### config.mk
export PLATFORM = sky130hd
export DESIGN_NAME = pll_reconfig_seq
export DESIGN_NICKNAME = d
export VERILOG_FILES = /design/src/rtl/pll_reconfig_pkg.sv /design/src/rtl/pll_reconfig_seq.sv
export SDC_FILE = /design/constraint.sdc
export NUM_CORES = 1
export LEC_CHECK = 0
export CAP_MARGIN = 20
export CORE_MARGIN = 2
export CORE_UTILIZATION = 55
export DETAILED_ROUTE_END_ITERATION = 10
export PLACE_DENSITY = 0.79
export RECOVER_POWER = 50
export SLEW_MARGIN = 20
export SYNTH_ARGS = -nofsm -noshare
export SYNTH_HDL_FRONTEND = slang
export SYNTH_SLANG_ARGS = --single-unit
### constraint.sdc
create_clock -name CLK_50M -period 6.7 [get_ports CLK_50M]
set_clock_uncertainty 0.15 [all_clocks]
set_input_delay 1.675 -clock CLK_50M [delete_from_list [all_inputs] [get_ports CLK_50M]]
set_output_delay 1.675 -clock CLK_50M [all_outputs]
set_load 0.005 [all_outputs]
### src/rtl/pll_reconfig_pkg.sv
// Shared types, register map and write-table lookup for the PLL reconfiguration sequencer.
package pll_reconfig_pkg;

  typedef enum logic [2:0] {
    ST_IDLE     = 3'd0,
    ST_WRITE    = 3'd1,
    ST_GAP      = 3'd2,
    ST_PRST     = 3'd3,
    ST_LOCKWAIT = 3'd4
  } state_t;

  // Management register map of the reconfig IP
  localparam logic [5:0] ADDR_MODE  = 6'd0;
  localparam logic [5:0] ADDR_START = 6'd2;
  localparam logic [5:0] ADDR_N     = 6'd3;
  localparam logic [5:0] ADDR_M     = 6'd4;
  localparam logic [5:0] ADDR_C     = 6'd5;
  localparam logic [5:0] ADDR_K     = 6'd7;
  localparam logic [5:0] ADDR_BW    = 6'd8;
  localparam logic [5:0] ADDR_CP    = 6'd9;

  // Index of the last write in the table
  localparam logic [2:0] LAST_IDX = 3'd7;

  typedef logic [2:0] widx_t;

  typedef struct packed {
    logic [5:0]  addr;
    logic [31:0] data;
  } wr_entry_t;

  // Fixed eight-write reconfiguration table: mode, M, K, N, C0, CP, BW, start
  function automatic wr_entry_t table_lookup(
    input widx_t       idx,
    input logic [31:0] m,
    input logic [31:0] k,
    input logic [31:0] c0,
    input logic [31:0] n_word,
    input logic [31:0] cp_word,
    input logic [31:0] bw_word
  );
    wr_entry_t e;
    case (idx)
      3'd0:    begin e.addr = ADDR_MODE;  e.data = 32'd0;   end
      3'd1:    begin e.addr = ADDR_M;     e.data = m;       end
      3'd2:    begin e.addr = ADDR_K;     e.data = k;       end
      3'd3:    begin e.addr = ADDR_N;     e.data = n_word;  end
      3'd4:    begin e.addr = ADDR_C;     e.data = c0;      end
      3'd5:    begin e.addr = ADDR_CP;    e.data = cp_word; end
      3'd6:    begin e.addr = ADDR_BW;    e.data = bw_word; end
      default: begin e.addr = ADDR_START; e.data = 32'd0;   end
    endcase
    return e;
  endfunction

endpackage

### src/rtl/pll_reconfig_seq.sv
// Runs one full PLL reconfiguration: eight management writes, a PLL reset pulse,
// then a bounded wait for the (synchronized) lock indication.
module pll_reconfig_seq
  import pll_reconfig_pkg::*;
#(
  parameter int          GAP_CYCLES   = 7,
  parameter int          RST_CYCLES   = 8,
  parameter int          LOCK_TIMEOUT = 5000000,
  parameter logic [31:0] N_WORD       = 32'h00010000,
  parameter logic [31:0] CP_WORD      = 32'd1,
  parameter logic [31:0] BW_WORD      = 32'd7
) (
  input  logic        CLK_50M,
  input  logic        RESET,
  input  logic        req,
  input  logic [31:0] m_val,
  input  logic [31:0] k_val,
  input  logic [31:0] c0_val,
  output logic        busy,
  output logic        done,
  output logic        error,
  output logic [5:0]  mgmt_address,
  output logic [31:0] mgmt_writedata,
  output logic        mgmt_write,
  input  logic        mgmt_waitrequest,
  output logic        pll_reset,
  input  logic        locked
);

  // Parameters must fit their counters
  if (GAP_CYCLES < 0 || GAP_CYCLES > 255) begin : g_bad_gap
    $error("GAP_CYCLES must be in 0..255");
  end
  if (RST_CYCLES < 1 || RST_CYCLES > 256) begin : g_bad_rst
    $error("RST_CYCLES must be in 1..256");
  end
  if (LOCK_TIMEOUT < 1 || LOCK_TIMEOUT > (1 << 23)) begin : g_bad_to
    $error("LOCK_TIMEOUT must be in 1..2**23");
  end

  localparam logic [7:0]  GAP_LAST = 8'(GAP_CYCLES - 1);
  localparam logic [7:0]  RST_LAST = 8'(RST_CYCLES - 1);
  localparam logic [22:0] TO_LAST  = 23'(LOCK_TIMEOUT - 1);

  state_t      state_reg, state_next;
  widx_t       idx_reg, idx_next;
  logic [7:0]  gap_cnt_reg, gap_cnt_next;
  logic [7:0]  rst_cnt_reg, rst_cnt_next;
  logic [22:0] to_cnt_reg, to_cnt_next;
  logic [31:0] m_reg, m_next, k_reg, k_next, c0_reg, c0_next;
  logic [31:0] m_sh_reg, m_sh_next, k_sh_reg, k_sh_next, c0_sh_reg, c0_sh_next;
  logic        pending_reg, pending_next;
  logic        busy_reg, busy_next;
  logic        done_reg, done_next;
  logic        error_reg, error_next;
  logic        lk_meta_reg, lk_s_reg;
  logic        finished;
  wr_entry_t   entry;

  // Two-flop synchronizer for the asynchronous lock indication
  always_ff @(posedge CLK_50M) begin
    if (RESET) begin
      lk_meta_reg <= 1'b0;
      lk_s_reg    <= 1'b0;
    end else begin
      lk_meta_reg <= locked;
      lk_s_reg    <= lk_meta_reg;
    end
  end

  // State and datapath register update
  always_ff @(posedge CLK_50M) begin
    if (RESET) begin
      state_reg   <= ST_IDLE;
      idx_reg     <= '0;
      gap_cnt_reg <= '0;
      rst_cnt_reg <= '0;
      to_cnt_reg  <= '0;
      m_reg       <= '0;
      k_reg       <= '0;
      c0_reg      <= '0;
      m_sh_reg    <= '0;
      k_sh_reg    <= '0;
      c0_sh_reg   <= '0;
      pending_reg <= 1'b0;
      busy_reg    <= 1'b0;
      done_reg    <= 1'b0;
      error_reg   <= 1'b0;
    end else begin
      state_reg   <= state_next;
      idx_reg     <= idx_next;
      gap_cnt_reg <= gap_cnt_next;
      rst_cnt_reg <= rst_cnt_next;
      to_cnt_reg  <= to_cnt_next;
      m_reg       <= m_next;
      k_reg       <= k_next;
      c0_reg      <= c0_next;
      m_sh_reg    <= m_sh_next;
      k_sh_reg    <= k_sh_next;
      c0_sh_reg   <= c0_sh_next;
      pending_reg <= pending_next;
      busy_reg    <= busy_next;
      done_reg    <= done_next;
      error_reg   <= error_next;
    end
  end

  assign finished = lk_s_reg || (to_cnt_reg == TO_LAST);

  // Next-state logic: sequence progression, request capture and completion
  always_comb begin
    state_next   = state_reg;
    idx_next     = idx_reg;
    gap_cnt_next = gap_cnt_reg;
    rst_cnt_next = rst_cnt_reg;
    to_cnt_next  = to_cnt_reg;
    m_next       = m_reg;
    k_next       = k_reg;
    c0_next      = c0_reg;
    m_sh_next    = m_sh_reg;
    k_sh_next    = k_sh_reg;
    c0_sh_next   = c0_sh_reg;
    pending_next = pending_reg;
    busy_next    = busy_reg;
    done_next    = 1'b0;
    error_next   = error_reg;

    // A request during a running sequence is queued; the latest one wins
    if (req && state_reg != ST_IDLE) begin
      pending_next = 1'b1;
      m_sh_next    = m_val;
      k_sh_next    = k_val;
      c0_sh_next   = c0_val;
    end

    case (state_reg)
      ST_IDLE: begin
        if (req) begin
          m_next     = m_val;
          k_next     = k_val;
          c0_next    = c0_val;
          error_next = 1'b0;
          busy_next  = 1'b1;
          idx_next   = '0;
          state_next = ST_WRITE;
        end
      end
      ST_WRITE: begin
        if (!mgmt_waitrequest) begin
          if (GAP_CYCLES == 0) begin
            if (idx_reg == LAST_IDX) begin
              rst_cnt_next = '0;
              state_next   = ST_PRST;
            end else begin
              idx_next = idx_reg + 3'd1;
            end
          end else begin
            gap_cnt_next = '0;
            state_next   = ST_GAP;
          end
        end
      end
      ST_GAP: begin
        if (gap_cnt_reg == GAP_LAST) begin
          if (idx_reg == LAST_IDX) begin
            rst_cnt_next = '0;
            state_next   = ST_PRST;
          end else begin
            idx_next   = idx_reg + 3'd1;
            state_next = ST_WRITE;
          end
        end else begin
          gap_cnt_next = gap_cnt_reg + 8'd1;
        end
      end
      ST_PRST: begin
        if (rst_cnt_reg == RST_LAST) begin
          to_cnt_next = '0;
          state_next  = ST_LOCKWAIT;
        end else begin
          rst_cnt_next = rst_cnt_reg + 8'd1;
        end
      end
      ST_LOCKWAIT: begin
        if (finished) begin
          done_next = lk_s_reg;
          if (!lk_s_reg) begin
            error_next = 1'b1;
          end
          // A queued request (or one arriving right now) restarts immediately
          if (pending_reg || req) begin
            m_next       = req ? m_val  : m_sh_reg;
            k_next       = req ? k_val  : k_sh_reg;
            c0_next      = req ? c0_val : c0_sh_reg;
            pending_next = 1'b0;
            idx_next     = '0;
            state_next   = ST_WRITE;
          end else begin
            busy_next  = 1'b0;
            state_next = ST_IDLE;
          end
        end else begin
          to_cnt_next = to_cnt_reg + 23'd1;
        end
      end
      default: begin
        state_next = ST_IDLE;
        busy_next  = 1'b0;
      end
    endcase
  end

  assign entry          = table_lookup(idx_reg, m_reg, k_reg, c0_reg, N_WORD, CP_WORD, BW_WORD);
  assign mgmt_write     = (state_reg == ST_WRITE);
  assign mgmt_address   = mgmt_write ? entry.addr : 6'd0;
  assign mgmt_writedata = mgmt_write ? entry.data : 32'd0;
  assign pll_reset      = (state_reg == ST_PRST);
  assign busy           = busy_reg;
  assign done           = done_reg;
  assign error          = error_reg;

endmodule

==> metrics.cfg <==
[logic_synthesis]
syn_area_per_cell_um2=7.750
synth-warning-count=0
synth_area_um2=11120
ys_ff_latch=243
syn_inst=1435
synth_edf_count=0
synth_seq_area_share_pct=43.74
ys_types=69
ys.flop_type=dfxtp_1
async_flop_share_pct=0

[cts]
cts_sinks=243
clk_pin_slew_ps=60
cts_setup_buffers=0
numCtsBuffers=26
clock_path_buffers=3
hold_buffers=0
cts_tree=built
root_buffer=clkbuf_16
cts.htree.levels=1
cts-resized-gates=0
clock_latency_ps=520

[cells_and_area]
nets=1606
final_common_cell=nand2_1
stdcell_area_um2=13450
area_growth_pct=20.93
final_cell_mix=nand2_1 (344), dfxtp_1 (243), a21oi_1 (143)
fill_cells=1683
drive_above_1_share_pct=5.680

[global_routing]
grt_max_degree=121
antenna_found_initial=6
grt_pass1_vias=9714
grt_pass1_wl_mm=53.11
gr-usage-all-layers_pct=30.67
gr-total-overflow=0

[routing]
routed_via_density=6.105
drt-initial-drc-count=1105
post_drt_wl_per_cell_um=19.05
wl_mm=34.06
antenna_left=0
route.detailed.drc=0
drtPass1Iterations=5
vias=10915

[pwr]
p_sw_share_pct=29.87
p_leak_nw=4.354
internal-power_mw=2.950
peakVddDrop_uv=242.0
powerDensity_nw_per_um2=312.8
combinationalPowerShare_pct=17.4
pwr-share-clk_pct=38.9
power_switching_mw=1.257
p_seq_share_pct=43.7

[placed_design]
numPortBuffers=141
place.gp.congestion=0.9402
placed_cell_area_um2=12470
dpl.hpwl_mm=22.38

[timing]
whs_ps=284.8
hold_viol=0
drv_slew=225
finalCriticalPeriod_ps=5315
tightest_slew_ps=3766
tns_ps=0
setup_viol=0
slew_headroom_pct=-151.1
fmax_ghz=0.1882
fin_crit_sh_pct=79.32
rsz0062_at_grt=no

[critical_path]
critPathKind=reg2reg
crit_required_ps=6960
start_kind=register
endpoint_kind=register
startpoint=state_reg[0]$_SDFFE_PP0P_
cpMaxStageDelayCell=clkbuf_1
reg2regPathDepth=6
crit_chain=or3b_4 > clkbuf_1 > nor2_4 > a211oi_2 > nor2b_1 > o221a_2
rrSetupSlack_ps=1390
critPathMaxFanout=84
crit_path_end=to_cnt_reg[12]$_SDFFE_PP0P_
slowest_delay_ps=2670
cp.arrival_ps=5570
r2r-end=to_cnt_reg[12]$_SDFFE_PP0P_
r2r_start=state_reg[0]$_SDFFE_PP0P_

[floorplan]
start_util_pct=55.49
row_count=52
die_x_um=146.2
ioPinCount=144
die_h_um=146.2
core_um2=20040
die_area_um2=21370

[min_path]
hold_path_class=reg2reg

[status]
violations=capacitance limit, slew limit
status=complete, but fails checks

[job]
max_cap_violations=4

[per-layer routing]
layer	global-route usage, %	vias up	wire (um)
li1	-	5206	-
met1	40.79	5121	13420
met2	48.66	509	15780
met3	5.719	77	3145
met4	14.13	2	1702
met5	0	-	14
[worst max-delay path: cells and delay by family, from the launching register on]
family | cells | cell delay, ps
flip-flops | 1 | 520
AO/OA/AOI/OAI | 2 | 1200
buffers and inverters | 1 | 2670
AND/OR/NAND/NOR | 3 | 560
[area by class of cell]
cell class              instances  area (um^2)  share of cell area, %
flip-flops and latches        243         4865                  36.17
well taps                     270        337.8                  2.512
clock inverters                17        280.3                  2.084
multi-input cells            1051         5652                  42.03
clock buffers                  31        710.7                  5.285
repair buffers                155         1529                  11.37
inverters                      17        63.81                 0.4745
diodes                          4        10.01                0.07443
[power by group through the flow]
stage	Clock (mW)	Combinational, mW	Sequential (mW)
finish	1.64	0.734	1.84
global placement	0	0.711	1.86
CTS	1.65	0.730	1.83
global route	1.71	0.822	1.85
detailed placement	0	0.725	1.86
floorplan	0	0.554	1.76
[worst min-delay path by stage]
| stage | from | to | slack [ps] | cells after the start |
|---|---|---|---|---|
| 4_1_cts | lk_meta_reg$_SDFF_PP0_ | lk_s_reg$_SDFF_PP0_ | 280 | 1 |
| 6_report | lk_meta_reg$_SDFF_PP0_ | lk_s_reg$_SDFF_PP0_ | 280 | 1 |
| 3_5_place_dp | lk_meta_reg$_SDFF_PP0_ | lk_s_reg$_SDFF_PP0_ | 270 | 1 |
| 2_1_floorplan | lk_meta_reg$_SDFF_PP0_ | lk_s_reg$_SDFF_PP0_ | 260 | 1 |
| 3_3_place_gp | lk_meta_reg$_SDFF_PP0_ | lk_s_reg$_SDFF_PP0_ | 270 | 1 |
| 5_1_grt | lk_meta_reg$_SDFF_PP0_ | lk_s_reg$_SDFF_PP0_ | 300 | 1 |
[cells by family after synthesis]
kind of cell               synth area share [%]
and+or+nand+nor                           22.37
AOI/OAI and AO/OA                         25.68
DFF                                       43.74
buffers and inverters                     5.704
xor gates and xnor gates                 0.9451
adders and majority gates                 1.238
muxes                                    0.2925
other                                   0.03372
[through the flow]
| step | total power [mW] | instances | setup slack [ps] | util [%] |
|---|---|---|---|---|
| global route | 4.383 | 1784 | 996.0 | 67.06 |
| global placement | 2.572 | 1735 | 2172 | 62.10 |
| CTS | 4.215 | 1784 | 1604 | 67.17 |
| finish | 4.207 | 1788 | 1385 | 67.11 |
| detailed placement | 2.587 | 1736 | 2175 | 62.23 |
| floorplan | 2.313 | 1436 | 3193 | - |
[cell usage after synthesis, types with 4 or more instances]
master	count	area share [%]
xnor2_1	11	0.87
a22oi_1	30	2.0
nor3_1	12	0.54
nand4_1	9	0.51
or3_1	4	0.22
a31oi_1	7	0.39
and3_1	8	0.45
and4_1	4	0.31
a21oi_1	143	6.4
ha_1	11	1.2
nor2_1	140	4.7
inv_1	17	0.57
nand3_1	19	0.86
nand2_1	344	12
nor4_1	6	0.34
nor2b_1	6	0.34
a211oi_1	7	0.47
dfxtp_1	243	44
buf_2	27	1.2
a311oi_1	97	7.6
clkbuf_1	80	2.7
o211ai_1	5	0.34
o21ai_0	110	5.0
buf_4	12	0.81
nand3b_1	4	0.27
Power figures use the tool's default switching activity.
